<file path="config.mk">
export PLATFORM = sky130hd
export DESIGN_NAME = prime_prefetch
export DESIGN_NICKNAME = d
export VERILOG_FILES = /design/src/rtl/prime_prefetch_pkg.sv /design/src/rtl/prime_prefetch_sfifo.sv /design/src/rtl/prime_prefetch.sv
export SDC_FILE = /design/constraint.sdc
export NUM_CORES = 1
export LEC_CHECK = 0
export ABC_AREA = 1
export CORE_UTILIZATION = 47
export DETAILED_ROUTE_END_ITERATION = 10
export GPL_ROUTABILITY_DRIVEN = 1
export MAX_ROUTING_LAYER = met4
export PLACE_DENSITY = 0.68
export REMOVE_ABC_BUFFERS = 1
export SETUP_SLACK_MARGIN = 0.5
export SLEW_MARGIN = 10
export SYNTH_ARGS = -nofsm -noshare
export SYNTH_HDL_FRONTEND = slang
export SYNTH_SLANG_ARGS = --single-unit
</file>
<file path="constraint.sdc">
create_clock -name clk -period 2.39 [get_ports clk]
set_clock_uncertainty 0.15 [all_clocks]
set_input_delay 0.478 -clock clk [delete_from_list [all_inputs] [get_ports clk]]
set_output_delay 0.478 -clock clk [all_outputs]
set_load 0.005 [all_outputs]
</file>
<file path="src/rtl/prime_prefetch_pkg.sv">
// rtl/prime_prefetch_pkg.sv - shared state encodings and width helpers for prime_prefetch
//
// Purpose: FSM state constants for prime_prefetch and the data-width helper
// shared with the prime generator, so both sides derive WIDTH the same way.
// Ports: none (package).

package prime_prefetch_pkg;

  // FSM state encodings (3-bit, legacy-compatible values)
  localparam logic [2:0] SYNC    = 3'd0;
  localparam logic [2:0] ISSUE   = 3'd1;
  localparam logic [2:0] WAIT_LO = 3'd2;
  localparam logic [2:0] WAIT_HI = 3'd3;
  localparam logic [2:0] ERR     = 3'd4;

  // Data width from its log2, identical to the generator's derivation
  function automatic int width_of(input int width_log);
    return 1 << width_log;
  endfunction

endpackage

</file>
<file path="src/rtl/prime_prefetch_sfifo.sv">
// rtl/prime_prefetch_sfifo.sv - synchronous first-word-fall-through FIFO
//
// Purpose: small reusable FWFT FIFO. The head entry is always presented on
// dout; a pop advances to the next entry on the following edge.
// Ports:
//   clk, rst_n       clock, asynchronous active-low reset
//   push, din        write request and data (ignored when full)
//   pop              read request (ignored when empty)
//   dout             head of FIFO, don't-care while empty
//   empty, full      status decoded from the registered count
//   count            registered occupancy, DEPTH_LOG+1 bits

module sfifo #(
  parameter int WIDTH     = 16,
  parameter int DEPTH_LOG = 2
) (
  input  logic                 clk,
  input  logic                 rst_n,
  input  logic                 push,
  input  logic                 pop,
  input  logic [WIDTH-1:0]     din,
  output logic [WIDTH-1:0]     dout,
  output logic                 empty,
  output logic                 full,
  output logic [DEPTH_LOG:0]   count
);

  localparam int                   DEPTH    = 1 << DEPTH_LOG;
  localparam logic [DEPTH_LOG-1:0] PTR_ONE  = DEPTH_LOG'(1);
  localparam logic [DEPTH_LOG:0]   CNT_ONE  = (DEPTH_LOG+1)'(1);
  localparam logic [DEPTH_LOG:0]   CNT_FULL = (DEPTH_LOG+1)'(DEPTH);

  logic [WIDTH-1:0]     mem [DEPTH];
  logic [DEPTH_LOG-1:0] wr_ptr;
  logic [DEPTH_LOG-1:0] rd_ptr;
  logic                 do_push;
  logic                 do_pop;

  assign empty   = (count == '0);
  assign full    = (count == CNT_FULL);
  assign do_pop  = pop && !empty;
  assign do_push = push && !full;
  assign dout    = mem[rd_ptr];

  // Pointers are exactly DEPTH_LOG bits so they wrap without extra logic
  always_ff @(posedge clk or negedge rst_n) begin
    if (!rst_n) begin
      wr_ptr <= '0;
      rd_ptr <= '0;
      count  <= '0;
    end else begin
      if (do_push) wr_ptr <= wr_ptr + PTR_ONE;
      if (do_pop)  rd_ptr <= rd_ptr + PTR_ONE;
      case ({do_push, do_pop})
        2'b10:   count <= count + CNT_ONE;
        2'b01:   count <= count - CNT_ONE;
        default: ;
      endcase
    end
  end

  always_ff @(posedge clk) begin
    if (do_push) mem[wr_ptr] <= din;
  end

endmodule

</file>
<file path="src/rtl/prime_prefetch.sv">
// rtl/prime_prefetch.sv - prefetching consumer of the prime generator
//
// Purpose: keeps the prime generator busy by issuing go requests on its own,
// buffers completed primes in an FWFT FIFO and presents them as a
// valid/ready stream. A generator overflow error is made sticky.
// Optional build macro: PRIME_PREFETCH_LEVEL_EN adds the level and hwm ports.
// Ports:
//   clk, rst_n             clock, asynchronous active-low reset
//   en                     allow new generator requests
//   gen_go                 one-cycle request pulse to the generator
//   gen_ready, gen_error   generator idle/result valid, overflow flag
//   gen_res                generator result
//   out_valid, out_ready   output stream handshake
//   out_data               head of FIFO
//   out_err                sticky generator error
//   level, hwm             FIFO occupancy and its high-water mark (macro only)

module prime_prefetch
  import prime_prefetch_pkg::*;
#(
  parameter  int WIDTH_LOG = 4,
  parameter  int DEPTH_LOG = 2,
  localparam int WIDTH     = width_of(WIDTH_LOG)
) (
  input  logic               clk,
  input  logic               rst_n,
  input  logic               en,
  output logic               gen_go,
  input  logic               gen_ready,
  input  logic               gen_error,
  input  logic [WIDTH-1:0]   gen_res,
  output logic               out_valid,
  input  logic               out_ready,
  output logic [WIDTH-1:0]   out_data,
  output logic               out_err
`ifdef PRIME_PREFETCH_LEVEL_EN
  ,
  output logic [DEPTH_LOG:0] level,
  output logic [DEPTH_LOG:0] hwm
`endif
);

  logic [2:0]         state;
  logic [2:0]         state_nxt;
  logic               go_nxt;
  logic               err_set;
  logic               push;
  logic               pop;
  logic               empty;
  logic               full;
  logic [DEPTH_LOG:0] count;

  assign out_valid = !empty;
  assign pop       = out_valid && out_ready;

  // Only one request is ever in flight and an issue needs a free slot
  // (judged on the registered count), so a push can never find the FIFO full.
  always_comb begin
    state_nxt = state;
    go_nxt    = 1'b0;
    push      = 1'b0;
    err_set   = 1'b0;
    case (state)
      // First ready after reset carries the generator's reset value; drop it
      SYNC:    if (gen_ready) state_nxt = ISSUE;
      ISSUE:   if (en && !full && gen_ready) begin
                 go_nxt    = 1'b1;
                 state_nxt = WAIT_LO;
               end
      WAIT_LO: if (!gen_ready) state_nxt = WAIT_HI;
      WAIT_HI: if (gen_ready) begin
                 if (gen_error) begin
                   err_set   = 1'b1;
                   state_nxt = ERR;
                 end else begin
                   push      = 1'b1;
                   state_nxt = ISSUE;
                 end
               end
      ERR:     state_nxt = ERR;
      default: state_nxt = 3'bx;
    endcase
  end

  always_ff @(posedge clk or negedge rst_n) begin
    if (!rst_n) begin
      state   <= SYNC;
      gen_go  <= 1'b0;
      out_err <= 1'b0;
    end else begin
      state  <= state_nxt;
      gen_go <= go_nxt;
      if (err_set) out_err <= 1'b1;
    end
  end

  sfifo #(
    .WIDTH     (WIDTH),
    .DEPTH_LOG (DEPTH_LOG)
  ) u_fifo (
    .clk   (clk),
    .rst_n (rst_n),
    .push  (push),
    .pop   (pop),
    .din   (gen_res),
    .dout  (out_data),
    .empty (empty),
    .full  (full),
    .count (count)
  );

`ifdef PRIME_PREFETCH_LEVEL_EN
  assign level = count;

  always_ff @(posedge clk or negedge rst_n) begin
    if (!rst_n) begin
      hwm <= '0;
    end else if (count > hwm) begin
      hwm <= count;
    end
  end
`endif

endmodule
</file>
### Word-level counts from Yosys, hierarchy flattened

Memories as Yosys holds them, arrays and structs flattened.
Cells that the tools add are included.

| word-level totals | value |
|---|---|
| word-level logic and storage cells | 50 |
| bits in registers | 12 |
| RAM bits | 64 |
| memories | 1 |

| cells by class | value |
|---|---|
| equal/unequal tests | 11 |
| muxes and demuxes | 17 |
| reductions and logical operators | 11 |
| add/sub/neg operators | 4 |

Memories:

| name | depth | bits a word | read ports | clocked after memory_dff | write ports | RTL line | RTL |
|---|---|---|---|---|---|---|---|
| u_fifo.mem | 4 | 16 | 1 | 0 | 1 | prime_prefetch_sfifo.sv:33 | `logic [WIDTH-1:0] mem [DEPTH];` |

Operators by type and width:

| cell | count |
|---|---|
| $mux W3 | 5 |
| $pmux W3 S5 | 1 |
| $mux W1 | 10 |
| $ne A2 B2 Y1 const B | 4 |
| $eq A3 B2 Y1 const B | 2 |
| $eq A3 B3 Y1 const B | 2 |
| $logic_not A3 Y1 | 2 |
| $pmux W3 S2 | 1 |
| $logic_and A1 B1 Y1 | 5 |
| $add A2 B1 Y2 const B | 2 |
| $reduce_and A4 Y1 | 1 |
| $add A3 B1 Y3 const B | 1 |
| $eq A3 B1 Y1 const B | 1 |
| $sub A3 B1 Y3 const B | 1 |
| $eq A2 B1 Y1 const B | 1 |
| $eq A2 B2 Y1 const B | 1 |
| $logic_not A1 Y1 | 2 |
| $reduce_bool A2 Y1 | 1 |

### Longest topological paths before layout

| logic depth | value |
|---|---|
| word-level depth | 6 |
| gate-level depth with buffers | 10 |
| depth with buffers taken out | 10 |

### Cells and area by module

From an unflattened synthesis, not the netlist that was laid out.

| second synthesis, totals | value |
|---|---|
| cell total of the unflattened synthesis | 293 |
| area, all modules | 3513.4 um^2 |

Modules (own cells, without submodules):

| module | cells an instance | area an instance (um^2) | sequential area each (um^2) | instances |
|---|---|---|---|---|
| sfifo | 248 | 3196.8 | 2097.0 | 1 |
| prime_prefetch | 45 | 316.6 | 125.1 | 1 |

### Worst setup path before layout

No wires, ideal clock.

| timing path | value |
|---|---|
| path kind | flip-flop to flip-flop |
| start point | register state[2] |
| end point | memory u_fifo.mem[0][0] (enable) |
| library setup time | 389 ps |
| period minus slack after synthesis | 2045 ps |
| data arrival time | 1507 ps |
| buffers on the path | 0 |
| stages on the path, launching flop included | 6 |
| setup slack | 345 ps |
| data required time | 1851 ps |
| cells stage by stage | dfrtp_1 > inv_1 > nand3_2 > nor2_4 > nand3_4 > nor2_1 |

| on the way | value |
|---|---|
| cells in the longest elaborated chain, start to end | 5 |

Ends and longest elaborated chain:

| what | RTL line | RTL |
|---|---|---|
| start, declared | prime_prefetch.sv:43 | `logic [2:0] state;` |
| start signal, assigned | prime_prefetch.sv:91 | `state <= state_nxt;` |
| $eq A3 B2 Y1 | prime_prefetch.sv:63 | `case (state)` |
| $mux W1 | prime_prefetch.sv:63 |  |
| $logic_and A1 B1 Y1 | prime_prefetch_sfifo.sv:42 | `assign do_push = push && !full;` |
| $mux W1 | prime_prefetch_sfifo.sv:63 | `if (do_push) mem[wr_ptr] <= din;` |
| $mux W1 (implied by the code) | prime_prefetch_sfifo.sv:63 |  |
| end, declared | prime_prefetch_sfifo.sv:33 |  |

No other way between the ends.

### Worst setup path after layout

| timing path | value |
|---|---|
| start point | register u_fifo.rd_ptr[0] |
| end point | output out_data[3] |

| on the way | value |
|---|---|
| cells in the longest elaborated chain, start to end | 1 |

Ends and longest elaborated chain:

| what | RTL line | RTL |
|---|---|---|
| start, declared | prime_prefetch_sfifo.sv:35 | `logic [DEPTH_LOG-1:0] rd_ptr;` |
| start signal, assigned | prime_prefetch_sfifo.sv:53 | `if (do_pop) rd_ptr <= rd_ptr + PTR_ONE;` |
| $mem_v2 Z4 W16 | n/a |  |
| end, declared | prime_prefetch.sv:34 | `output logic [WIDTH-1:0] out_data,` |

No other way between the ends.

==> key figures <==
STA
  • Min cycle time layout: around 2.1 ns
  • Least-Margin Pin Slew: 0.585 ns
  • Count of final setup violators: 0
  • Fin. Hold Viols: 0
  • Slew headroom: 0.609
  • RSZ-0062 raised after global routing: yes
  • Fmax: 474 MHz
  • Max-slew violation count: 0
  • Final period utilization: 0.883
  • Worst hold slack: ~0.33 ns
  • Fin Setup TNS: 0 ns

Floorplanning
  • Chip Height: between 80 and 90 um
  • Die X: 83.1 um
  • Die area: between 0.006 and 0.007 mm^2
  • Initial Utilization: 0.486
  • Total core area: around 0.0063 mm^2
  • FP Rows: 29
  • Top-Level Pins: just over 40

Route
  • Remaining DRCs: 0
  • Post-route ant nets: 0
  • Vias: roughly 2100
  • Final wirelength: about 6500 um
  • Starting DRT DRC Count: 123
  • Vias per cell: between 5 and 6
  • DR WL/cell: 15.8 um
  • Pre-antenna DRT Iters: 4

Logic synthesis
  • Synth Cell Area: just over 0.003 mm^2
  • Post-synth top cells: edfxtp_1, nor2_1, o21ai_0, inv_1, nand2_1
  • Seq/Total Area, Yosys: 0.720
  • Synthesized netlist cell count: about 240
  • Top FF cell, synth: edfxtp_1
  • Ys async rst share: 0.158
  • Post-synth top area share: 0.622
  • Synthesized area per cell: 12.7 um^2
  • Most frequent cell after synthesis: edfxtp_1
  • Synthesis-stage register bit count: 76
  • Synth area leaders: edfxtp_1, dfrtp_1, o21ai_0
  • Cell taking the most area after synthesis: edfxtp_1
  • Synth unique cells: 25
  • Number of synthesized flops with an enable pin: 64
  • Syn. warnings: 0

Clock network
  • CTS tree: yes
  • Clock buffer depth: 2
  • CTS Hold Bufs: 0
  • Worst skew pair latency: between 0.3 and 0.4 ns
  • Root Driver: clkbuf_8
  • Clk slew on worst S/H paths: approximately 0.080 ns
  • Num CTS Buffers: 9
  • H-Tree Depth: 3
  • Clock sinks: 76

Critical path
  • WS Path Type: register to primary output
  • Crit. End Element: primary output
  • Crit start category: register
  • Critical path required time: ~1.8 ns
  • CP max FO: 8
  • Critical Path AT: 1.48 ns

Pwr
  • VDD IR max: 0.649 mV
  • Overall Power: just over 5 mW
  • Pwr/cell area: approximately 1200 mW/mm^2
  • P_leak: roughly 1.6 nW

Finish
  • Area Growth Syn to Fin: 40.8%
  • FILL cells: around 420
  • Final nets: 354
  • Fin util: 0.685
  • Layout cells sized above 1: 0.363
  • Antenna cell count: 0

Place
  • Port buffer count: 40
  • Detail Placement HPWL: 3430 um
  • RD Place Congestion: between 0.8 and 0.9

Global route
  • Total congestion overflow: 0
  • First-pass GRT wire length: roughly 10000 um
  • Initial antenna violation count: 0
  • Tot GR Track Use: 0.201
  • Pin count of the biggest net entering global routing: 18
  • Vias in the first global route: 2078

Job
  • Max-Cap Viols: 0

Run status
  • Status: complete, no violations

Worst hold path
  • Hold Crit Class: register to register
[final timing paths]
path                                                    from                           end  slack, ns  depth (start not counted)
max in group asynchronous                              rst_n  u_fifo.rd_ptr[1]$_DFFE_PN0P_       1.31                          1
worst min-delay path                     out_err$_DFFE_PN0P_           out_err$_DFFE_PN0P_       0.33                          1
min in group asynchronous                              rst_n              gen_go$_DFF_PN0_       0.36                          1
worst max register to register          state[2]$_DFFE_PN0P_   u_fifo.count[2]$_DFFE_PN0P_       0.51                         10
worst max-delay path            u_fifo.rd_ptr[0]$_DFFE_PN0P_                   out_data[3]       0.28                          6
worst min register to register           out_err$_DFFE_PN0P_           out_err$_DFFE_PN0P_       0.33                          1
[cells by family (layout without fill, tap and decap cells)]
family / Yosys count / after routing / synth area share
simple gates: 76 / 76 / 0.110
buf+inv: 28 / 115 / 0.0373
fa+ha+maj: 6 / 6 / 0.0267
compound gates: 55 / 55 / 0.0981
flops: 76 / 76 / 0.720
xor+xnor: 3 / 3 / 0.00851
[critical path: stages, from the launching register on]
cell and delay [ns]:
dfrtp_2 0.47, inv_4 0.12, buf_6 0.12, buf_12 0.12, nor2_4 0.04, o22ai_2 0.15
buf_2 0.13
[registers in the layout, summed over array words and instances, names as in the netlist]
name / count
u_fifo.mem: 64
state: 3
u_fifo.count: 3
u_fifo.rd_ptr: 2
u_fifo.wr_ptr: 2
gen_go: 1
out_err: 1
[layer usage]
metal	GRT usage	wire, um	up-vias
met3	0.0308	280	12
met5	-	0	-
li1	-	-	1033
met2	0.341	3360	65
met4	0.0925	125	0
met1	0.237	2690	1018
[report_power, final]
| part | leakage (nW) | internal, mW | switching (mW) |
|---|---|---|---|
| sequential | 0.717 | 1.58 | 0.117 |
| combinational | 0.813 | 1.13 | 1.12 |
| clock | 0.117 | 0.696 | 0.457 |
| total | 1.65 | 3.41 | 1.70 |
[through the flow]
| step | std cells | setup WS [ns] | instance area (um^2) |
|---|---|---|---|
| 2_1_floorplan | 236 | 0.345 | 3050 |
| 3_3_place_gp | 367 | 0.0442 | 3690 |
| 3_5_place_dp | 367 | 0.0141 | 3690 |
| 4_1_cts | 401 | 0.293 | 4220 |
| 5_1_grt | 408 | 0.214 | 4350 |
| 6_report | 408 | 0.279 | 4350 |
[timing repair]
item	4_1_cts	5_1_grt
gates resized for setup	133	25
setup buffers	16	7
endpoints found under the hold margin	0	0
gates cloned	2	0
pin swaps	26	12
endpoints found under the setup margin	18	53
[cells in the final DEF, fill, tap and decap left out, drive strengths merged, types with 3 or more instances in the layout]
cell and instances:
clkdlybuf4s50 20, dfrtp 12, buf 55, ha 5
o21ai 36, inv 21, bufinv 3, o22ai 16
nor2 44, nand2 22, edfxtp 64, clkbuf 10
nand3 7
[cell type report]
class	count	area [um^2]	area share
multi-input cells	140	947	0.218
flip-flops and latches	76	2230	0.512
repair buffers	79	762	0.175
well taps	77	96.3	0.0222
inverters	20	77.6	0.0178
clock buffers	10	128	0.0293
clock inverters	6	111	0.0256
Power figures use the tool's default switching activity.
